$ cat src/rtl/poly_voice_alloc.sv
// Polyphonic voice allocator: maps MIDI note/CC events onto a fixed pool of voices
// with retrigger, free-voice preference, oldest-voice stealing and sustain pedal handling.
module poly_voice_alloc #(
    parameter int unsigned VOICES  = 8,
    parameter int unsigned V_WIDTH = 3
) (
    input  logic               reg_clk,
    input  logic               reset_reg_N,
    input  logic               omni,
    input  logic [3:0]         rx_chan,
    input  logic               ev_valid,
    output logic               ev_ready,
    input  logic [1:0]         ev_type,
    input  logic [3:0]         ev_chan,
    input  logic [6:0]         ev_d1,
    input  logic [6:0]         ev_d2,
    input  logic [VOICES-1:0]  voice_free,
    output logic [VOICES-1:0]  key_on,
    output logic               upd_valid,
    output logic [V_WIDTH-1:0] upd_voice,
    output logic [6:0]         upd_key,
    output logic [6:0]         upd_vel,
    output logic               upd_on,
    output logic [VOICES-1:0]  rel_mask,
    output logic [V_WIDTH:0]   active_keys,
    output logic               sustain
);

    typedef enum logic [1:0] {S_IDLE, S_LOOKUP, S_COMMIT} state_t;

    localparam logic [V_WIDTH:0]   MAX_KEYS = (V_WIDTH+1)'(VOICES);
    localparam logic [V_WIDTH-1:0] OLDEST   = V_WIDTH'(VOICES-1);

    state_t             state, state_nx;
    logic               ev_acc;
    logic [1:0]         ev_t_q;
    logic [6:0]         d1_q, d2_q;
    logic [VOICES-1:0]  sustained, key_vld;
    logic [6:0]         key_val [VOICES];
    logic [V_WIDTH-1:0] age     [VOICES];

    logic               is_on, is_off, is_sus_cc, is_ano, sus_nx;
    logic               hold_hit, off_hit, free_hit, idle_hit;
    logic [V_WIDTH-1:0] hold_v, off_v, free_v, idle_v, old_v, alloc_v;
    logic [VOICES-1:0]  sus_rel;
    logic [V_WIDTH:0]   rel_cnt;

    always_comb begin
        state_nx = state;
        ev_ready = 1'b0;
        case (state)
            S_IDLE: begin
                ev_ready = 1'b1;
                if (ev_valid) state_nx = S_LOOKUP;
            end
            S_LOOKUP: state_nx = S_COMMIT;
            default:  state_nx = S_IDLE;
        endcase
    end

    // Voice search runs during LOOKUP; voice_free only matters there because
    // the result is committed on the LOOKUP->COMMIT edge.
    always_comb begin
        is_on     = (ev_t_q == 2'd1) && (d2_q != '0);
        is_off    = (ev_t_q == 2'd0) || ((ev_t_q == 2'd1) && (d2_q == '0));
        is_sus_cc = (ev_t_q == 2'd2) && (d1_q == 7'd64);
        is_ano    = (ev_t_q == 2'd2) && (d1_q == 7'd123);
        sus_nx    = d2_q[6];
        hold_hit  = 1'b0;
        off_hit   = 1'b0;
        free_hit  = 1'b0;
        idle_hit  = 1'b0;
        hold_v    = '0;
        off_v     = '0;
        free_v    = '0;
        idle_v    = '0;
        old_v     = '0;
        for (int unsigned i = 0; i < VOICES; i++) begin
            if (!hold_hit && key_on[i] && key_vld[i] && key_val[i] == d1_q) begin
                hold_hit = 1'b1;
                hold_v   = V_WIDTH'(i);
            end
            if (!off_hit && key_on[i] && !sustained[i] && key_vld[i] && key_val[i] == d1_q) begin
                off_hit = 1'b1;
                off_v   = V_WIDTH'(i);
            end
            if (!free_hit && !key_on[i] && !sustained[i] && voice_free[i]) begin
                free_hit = 1'b1;
                free_v   = V_WIDTH'(i);
            end
            if (!idle_hit && !key_on[i]) begin
                idle_hit = 1'b1;
                idle_v   = V_WIDTH'(i);
            end
            if (age[i] == OLDEST) old_v = V_WIDTH'(i);
        end
        alloc_v = hold_hit ? hold_v : free_hit ? free_v : idle_hit ? idle_v : old_v;
        sus_rel = (sustain && !sus_nx) ? sustained : '0;
        rel_cnt = (V_WIDTH+1)'($countones(sus_rel));
    end

    always_ff @(posedge reg_clk or negedge reset_reg_N) begin
        if (!reset_reg_N) begin
            state       <= S_IDLE;
            ev_acc      <= 1'b0;
            ev_t_q      <= '0;
            d1_q        <= '0;
            d2_q        <= '0;
            key_on      <= '0;
            sustained   <= '0;
            key_vld     <= '0;
            sustain     <= 1'b0;
            active_keys <= '0;
            upd_valid   <= 1'b0;
            upd_voice   <= '0;
            upd_key     <= '0;
            upd_vel     <= '0;
            upd_on      <= 1'b0;
            rel_mask    <= '0;
            for (int unsigned i = 0; i < VOICES; i++) begin
                key_val[i] <= '0;
                age[i]     <= V_WIDTH'(VOICES - 1 - i);
            end
        end else begin
            state     <= state_nx;
            upd_valid <= 1'b0;
            rel_mask  <= '0;
            if (state == S_IDLE && ev_valid) begin
                ev_acc <= omni || (ev_chan == rx_chan);
                ev_t_q <= ev_type;
                d1_q   <= ev_d1;
                d2_q   <= ev_d2;
            end
            if (state == S_LOOKUP && ev_acc) begin
                if (is_on) begin
                    key_on[alloc_v]    <= 1'b1;
                    key_vld[alloc_v]   <= 1'b1;
                    key_val[alloc_v]   <= d1_q;
                    sustained[alloc_v] <= 1'b0;
                    for (int unsigned i = 0; i < VOICES; i++)
                        if (age[i] < age[alloc_v]) age[i] <= age[i] + 1'b1;
                    age[alloc_v] <= '0;
                    upd_valid <= 1'b1;
                    upd_voice <= alloc_v;
                    upd_key   <= d1_q;
                    upd_vel   <= d2_q;
                    upd_on    <= 1'b1;
                    if (!hold_hit && (free_hit || idle_hit) && active_keys < MAX_KEYS)
                        active_keys <= active_keys + 1'b1;
                end else if (is_off && off_hit) begin
                    if (sustain) begin
                        sustained[off_v] <= 1'b1;
                    end else begin
                        key_on[off_v] <= 1'b0;
                        upd_valid     <= 1'b1;
                        upd_voice     <= off_v;
                        upd_key       <= d1_q;
                        upd_vel       <= d2_q;
                        upd_on        <= 1'b0;
                        if (active_keys != '0) active_keys <= active_keys - 1'b1;
                    end
                end else if (is_sus_cc) begin
                    sustain     <= sus_nx;
                    key_on      <= key_on & ~sus_rel;
                    sustained   <= sustained & ~sus_rel;
                    rel_mask    <= sus_rel;
                    active_keys <= (active_keys > rel_cnt) ? active_keys - rel_cnt : '0;
                end else if (is_ano) begin
                    key_on      <= '0;
                    sustained   <= '0;
                    key_vld     <= '0;
                    rel_mask    <= key_on;
                    active_keys <= '0;
                end
            end
        end
    end

endmodule
$ cat config.mk
export PLATFORM = sky130hd
export DESIGN_NAME = poly_voice_alloc
export DESIGN_NICKNAME = d
export VERILOG_FILES = /design/src/rtl/poly_voice_alloc.sv
export SDC_FILE = /design/constraint.sdc
export NUM_CORES = 1
export LEC_CHECK = 0
export BUFFER_PORTS_ARGS = -buffer_cell sky130_fd_sc_hd__buf_2
export CAP_MARGIN = 10
export CELL_PAD_IN_SITES_DETAIL_PLACEMENT = 1
export CELL_PAD_IN_SITES_GLOBAL_PLACEMENT = 1
export CORE_MARGIN = 2
export CORE_UTILIZATION = 49
export CTS_BUF_LIST = sky130_fd_sc_hd__clkbuf_8
export DETAILED_ROUTE_END_ITERATION = 6
export GPL_ROUTABILITY_DRIVEN = 0
export PLACE_DENSITY_LB_ADDON = 0.1
export SYNTH_ARGS = -nofsm -noshare
export SYNTH_HDL_FRONTEND = slang
export SYNTH_SLANG_ARGS = --single-unit
$ cat constraint.sdc
create_clock -name reg_clk -period 5.4 [get_ports reg_clk]
set_clock_uncertainty 0.15 [all_clocks]
set_input_delay 1.08 -clock reg_clk [delete_from_list [all_inputs] [get_ports reg_clk]]
set_output_delay 1.08 -clock reg_clk [all_outputs]
set_load 0.01 [all_outputs]
Word-level counts from Yosys, hierarchy flattened
Cells that the tools add are included.

cells by class
  add/sub/neg operators = 18
  order comparisons = 16
  equal/unequal tests = 29
  mux-type cells = 151
  bitwise logic cells = 15
  reduce and logical (&&, ||, !) cells = 160

operator list
  operator                                                               number
  3-bit two-way mux                                                      63
  8-bit two-way mux                                                      18
  1-bit logical AND                                                      97
  56-bit bitwise mux                                                     1
  7-bit equality test                                                    8
  7-bit two-way mux                                                      7
  1-bit two-way mux                                                      47
  1-bit logical NOT                                                      45
  8-bit bitwise AND                                                      4
  4-bit two-way mux                                                      8
  3-bit by 1-bit adder with 3-bit output (second input constant)         8
  24-bit bitwise AND                                                     1
  3-bit < comparator                                                     8
  24-bit inverter                                                        1
  8-bit inverter                                                         3
  8-bit OR                                                               3
  7-bit demux with 3-bit select                                          1
  3-bit equality test (second input constant)                            7
  7-bit equality test (second input constant)                            2
  3-bit binary-select mux with 3-bit select                              1
  3-bit demux with 3-bit select                                          1
  3-bit AND reduction                                                    3
  1-bit by 1-bit adder with 2-bit output                                 4
  3-bit by 4-bit < comparator with 1-bit output (second input constant)  2
  other kinds (31)                                                       46

word-level totals
  register bits after elaboration = 155
  bits of input ports = 36
  output and inout bits = 41

Logic depth before layout (Yosys ltp)
  word-level depth = 56
  mapped depth = 20

Least setup slack after synthesis
No wires, ideal clock.

  path type = reg2reg
  start = register sustain
  end = register active_keys[2]
  library setup time = 0.086 ns
  arrival time = 4.610 ns
  data required time = 5.164 ns
  setup slack = 0.554 ns
  stages on the path, launching flop included = 20
  buffers on the path = 1
  path through = dfrtp_1 -> inv_1 -> nor2_1 -> clkbuf_1 -> and2_1 -> fa_1 -> inv_1 -> fa_1 -> fa_1 -> inv_1 -> ha_1 -> fa_1 -> fa_1 -> nor2b_1 -> o21ai_0 -> nand2b_1 -> nand3b_1 -> nor3_1 -> nor3_1 -> nor3_1

on the way
  cells in the longest elaborated chain, start to end = 10

ends and longest elaborated chain
  what                                                          line  source
  start, declared                                               26    output logic sustain
  start signal, assigned                                        163   sustain <= sus_nx;
  1-bit logical AND                                             98    sus_rel = (sustain && !sus_nx) ? sustained : '0;
  8-bit two-way mux                                             98
  1-bit by 1-bit adder with 2-bit output (implied by the code)  99    rel_cnt = (V_WIDTH+1)'($countones(sus_rel));
  2-bit by 2-bit adder with 3-bit output (implied by the code)  99
  3-bit by 3-bit adder with 4-bit output (implied by the code)  99
  4-bit subtractor or 4-bit > comparator (tied branches)        167   active_keys <= (active_keys > rel_cnt) ? active_keys - rel_cnt : '0;
  4-bit two-way mux                                             167
  4-bit two-way mux                                             162   end else if (is_sus_cc) begin
  4-bit two-way mux                                             150   end else if (is_off && off_hit) begin
  4-bit two-way mux                                             135   if (is_on) begin
  end signal, assigned                                          149   active_keys <= active_keys + 1'b1;
  end signal, assigned                                          160   if (active_keys != '0) active_keys <= active_keys - 1'b1;
  end signal, assigned                                          167
  end, declared                                                 25    output logic [V_WIDTH:0] active_keys,

Several ways; a longest one is shown, not always the timed one.
A chain may end at the register's enable or synchronous reset.

Final worst setup path
Ends and elaborated chain as after synthesis.

==> results.md <==
- Setup repair after global routing left no endpoint under its margin.
- The post-synthesis cell count is 909.
- The most area-hungry cell type in the Yosys netlist is sky130_fd_sc_hd__dfrtp_1.
- The number of clock sinks is 155.
- The detailed-route via count is 7,504.
- The area of the die is 19,800 µm².
- The mean instance size in the synthesized netlist is 10.1 µm².
- The ratio of cells with drive above 1 in the final layout is 25.3%.
- The final hold violation count is 0.
- The number of DRC markers after the initial detailed-route iteration is 347.
- In this run the power density over the cells is 511 nW/µm².
- The critical path start-end classification is reg -> reg.
- The net switching power is 2360 µW.
- The share of total power dissipated in the clock network is 17.2%.
- The clock tree from TritonCTS is yes.
- Dividing the detail-routed wire length by the instance count gives 21.3 µm.
- The standby leakage power is 0.00493 µW.
- The number of global-route vias before repair is 7,843.
- The worst register-to-register path has a depth of 19.
- Yosys printed 0 warnings.
- The worst-case IR drop observed on VDD is 226 µV.
- STA classifies the critical path startpoint as a flop.
- The cell-internal power is 2940 µW.
- Once the floorplan was initialized, standard cells occupied 49.5% of the core.
- In the final timing run, aggregate negative setup slack is 0 ns.
- The number of iterations in the first detailed-routing pass is 5.
- The floorplan step set the die width to 141 µm.
- The clock reaches the later pin of the worst-skew pair after 0.50 ns.
- Of all nets on the critical path, the largest fanout is 14.
- Data arrives at the worst endpoint at 5.28 ns.
- The max-slew violation total from the final report was 0.
- The longest clock path from root to sink contains 2 buffers.
- The run finished with clean final reports.
- The sequential-to-total area share from yosys stat is 42.5%.
- The total of buffers placed on input and output ports is 76.
- By area the synthesized netlist is led by sky130_fd_sc_hd__dfrtp_1 39%, sky130_fd_sc_hd__mux2_2 9.3%, sky130_fd_sc_hd__ha_1 5.6%, sky130_fd_sc_hd__nand2_1 4.3%, sky130_fd_sc_hd__xor2_1 3.9%.
- The count of unique library cells instantiated by Yosys is 74.
- Entering global routing, the biggest net connects 94 pins.
- Once detail routing completed, the nets flagged for antenna violations numbered 0.
- After clock tree synthesis, the setup repair step added 0 buffers.
- In this run the cell area of the synthesized design comes to 9170 µm².
- Buffers inserted to repair hold after CTS numbered 0.
- In this run switching power makes up 44.5% of total power.
- The required time reported for the critical path endpoint is 5.65 ns.
- The fraction of power consumed by combinational cells is 45.2%.
- The floorplan core area is 18,500 µm².
- Setup slack closes at 0.375 ns.
- In the routed layout, each cell is associated on average with a via count of 6.01.
- In this run the worst hold path is classified as reg -> reg.
- The row count is 50.
- Along the worst hold path, the cell count comes to 1.
- The wire-length estimate of the detail-placed layout is 19.7 mm.
- The final layout contains routed wiring with a total length of 26.6 mm.
- The CTS H-tree depth is 4.
- From bottom edge to top edge, the die measures 141 µm.
- The initial antenna violation count came to 0.
- The number of CTS-inserted buffers is 17.
- The first-pass GRT wire length is 43.0 mm.
- Pin placement for this block handled 77 I/O pins.
- The number of setup violations in the final report is 0.
- The sequential power share is 37.6%.
- The area share of the largest cell type after synthesis is 39.0%.
- The net count after synthesis is 991.
- The routed design could run at a clock period as short as 5.02 ns.
- The net count reported at finish is 1,082.
- Global routing finished with a remaining overflow of 0.
- The critical path capture point type is a flop.
- For this run, design rule violations remaining after detail routing come to 0.
- The number of flops mapped to enable cells by yosys is 0.
- The worst-margin pin slew is 1.13 ns.
- Static timing analysis puts the maximum clock frequency at 0.199 GHz.
- The cell sitting at the root of the clock tree is a sky130_fd_sc_hd__clkbuf_8.
- The area growth from synthesis to layout is 13.0%.
- The share of flip-flops with an asynchronous set or reset is 100%.
- The most frequently used flop master after synthesis is sky130_fd_sc_hd__dfrtp_1.
- The max capacitance violation total is 0.
- Global routing consumed, over all layers together, 27.9% of the routing resources.
- The max-slew headroom at the worst pin is 24.2%.
- The post-cts repair resize count is 0.
- In the finished design, the share of the clock period the worst path needs comes to 93.1%.
- At the placement stage, the worst setup path has a slack of 0.244 ns.
- Synthesis inferred 155 register bits.
- The number of fill cells is 2,094.
- The clock edge transition at the registers on the reported setup and hold paths is 0.11 ns.
cells in the final DEF, fill, tap and decap left out, drive strengths merged, types with 6 or more instances in the layout:
cell    netlist  routed
dfrtp       143     143
nand2       106     106
buf          14     106
mux2         76      76
nor2         73      73
xor2         41      41
ha           41      41
o21ai        40      40
inv          27      35
a21oi        32      32
xnor2        22      22
nor3         20      20
a22o         18      18
clkbuf       20      17
a21o         15      15
nor4         15      15
or4          13      13
nand4        12      12
dfstp        12      12
nand3        11      11
nand2b       11      11
a211oi       11      11
and3          8       8
and2          8       8
nor3b         8       8
or2           8       8
clkinv        0       7
nor2b         6       6
o31ai         6       6
mux2i         6       6
o22ai         6       6
a31o          6       6
logic make-up (layout without fill, tap and decap cells):
| family | after synthesis | after routing | synth area share (%) |
|---|---|---|---|
| other | 0 | 1 | 0 |
| AND/OR/NAND/NOR | 311 | 311 | 16.7 |
| flip-flops | 155 | 155 | 42.5 |
| AO/OA/AOI/OAI | 191 | 191 | 15.3 |
| XOR/XNOR | 63 | 63 | 6.02 |
| multiplexers | 82 | 82 | 9.99 |
| adder cells (fa/ha/maj) | 46 | 46 | 6.69 |
| buffers and inverters | 61 | 165 | 2.80 |
power by group through the flow:
stage / logic, µW / clock network [µW] / registers, µW
after floorplan: 1650 / 0 / 1870
after global placement: 2270 / 0 / 1990
after detailed placement: 2360 / 0 / 2010
after CTS: 2380 / 931 / 1990
after global routing: 2660 / 970 / 2050
final: 2390 / 911 / 1990
worst max-delay path, stage by stage (launching register included):
cell	delay (ns)
sky130_fd_sc_hd__dfrtp_2	0.48
sky130_fd_sc_hd__inv_1	0.15
sky130_fd_sc_hd__nor2_1	0.06
sky130_fd_sc_hd__buf_4	0.19
sky130_fd_sc_hd__and2_1	0.22
sky130_fd_sc_hd__fa_1	0.54
sky130_fd_sc_hd__inv_1	0.05
sky130_fd_sc_hd__fa_1	0.45
sky130_fd_sc_hd__fa_1	0.51
sky130_fd_sc_hd__inv_1	0.04
sky130_fd_sc_hd__ha_1	0.19
sky130_fd_sc_hd__fa_1	0.49
sky130_fd_sc_hd__fa_1	0.42
sky130_fd_sc_hd__nor2b_1	0.15
sky130_fd_sc_hd__o21ai_0	0.09
sky130_fd_sc_hd__nand2b_1	0.11
sky130_fd_sc_hd__nand3b_1	0.12
sky130_fd_sc_hd__nor3_1	0.28
sky130_fd_sc_hd__nor2_1	0.07
sky130_fd_sc_hd__nor3_1	0.16
per-layer routing:
metal / wire length, µm / share of wire [%] / global-route usage (%) / vias to the layer above
li1: - / - / - / 3489
met1: 12400 / 47 / 38.4 / 3806
met2: 12500 / 47 / 45.3 / 164
met3: 1080 / 4.1 / 4.45 / 45
met4: 561 / 2.1 / 9.42 / 0
met5: 0 / 0 / 0 / -
synth_stat cells (all sizes together) (6+ instances only):
library cell,instances
mux2,76
mux2i,6
a31o,6
nand2,106
or2,8
a22o,18
and3,8
or4,13
nand4,12
dfrtp,143
nand3,11
o22ai,6
ha,41
o21ai,40
a21oi,32
buf,14
nor3,20
nor4,15
nor2,73
xor2,41
o31ai,6
dfstp,12
xnor2,22
clkbuf,20
inv,27
a21o,15
nand2b,11
and2,8
nor2b,6
nor3b,8
a211oi,11
per-stage QoR:
stage | instances | util [%] | hold slack, ns | total power [µW] | instance area [µm²]
after floorplan | 909 | - | 0.272 | 3510 | 9170
after global placement | 1215 | 53.6 | 0.289 | 4260 | 9920
after detailed placement | 1215 | 53.6 | 0.292 | 4370 | 9920
after CTS | 1247 | 55.7 | 0.318 | 5300 | 10300
after global routing | 1247 | 55.9 | 0.348 | 5680 | 10400
final | 1248 | 55.9 | 0.319 | 5300 | 10400
flip-flops by register name (all words and copies together), names as in the netlist, 4 cells and up:
signal / count
active_keys: 4
age: 24
d1_q: 7
d2_q: 7
key_on: 8
key_val: 56
key_vld: 8
rel_mask: 8
sustained: 8
upd_key: 7
upd_vel: 7
cell type report:
cell class                 count  area [µm²]  area share, %
multi-input combinational    693        5050           48.7
sequential                   155        3900           37.6
timing repair buffer         106         612           5.91
tap                          234         293           2.83
clock buffer                  17         234           2.26
clock inverter                15         170           1.64
inverter                      27         101          0.978
antenna                        1        2.50         0.0242
worst paths after layout:
check / start / to / slack [ns]
min in group asynchronous: reset_reg_N / active_keys[3] / 0.48
max reg2reg: sustain / active_keys[2] / 0.38
min: state[1] / state[1] / 0.32
min reg2reg: state[1] / state[1] / 0.32
max in group asynchronous: reset_reg_N / key_val[50] / 3.54
max: sustain / active_keys[2] / 0.38
(Power assumes the default switching activity.)
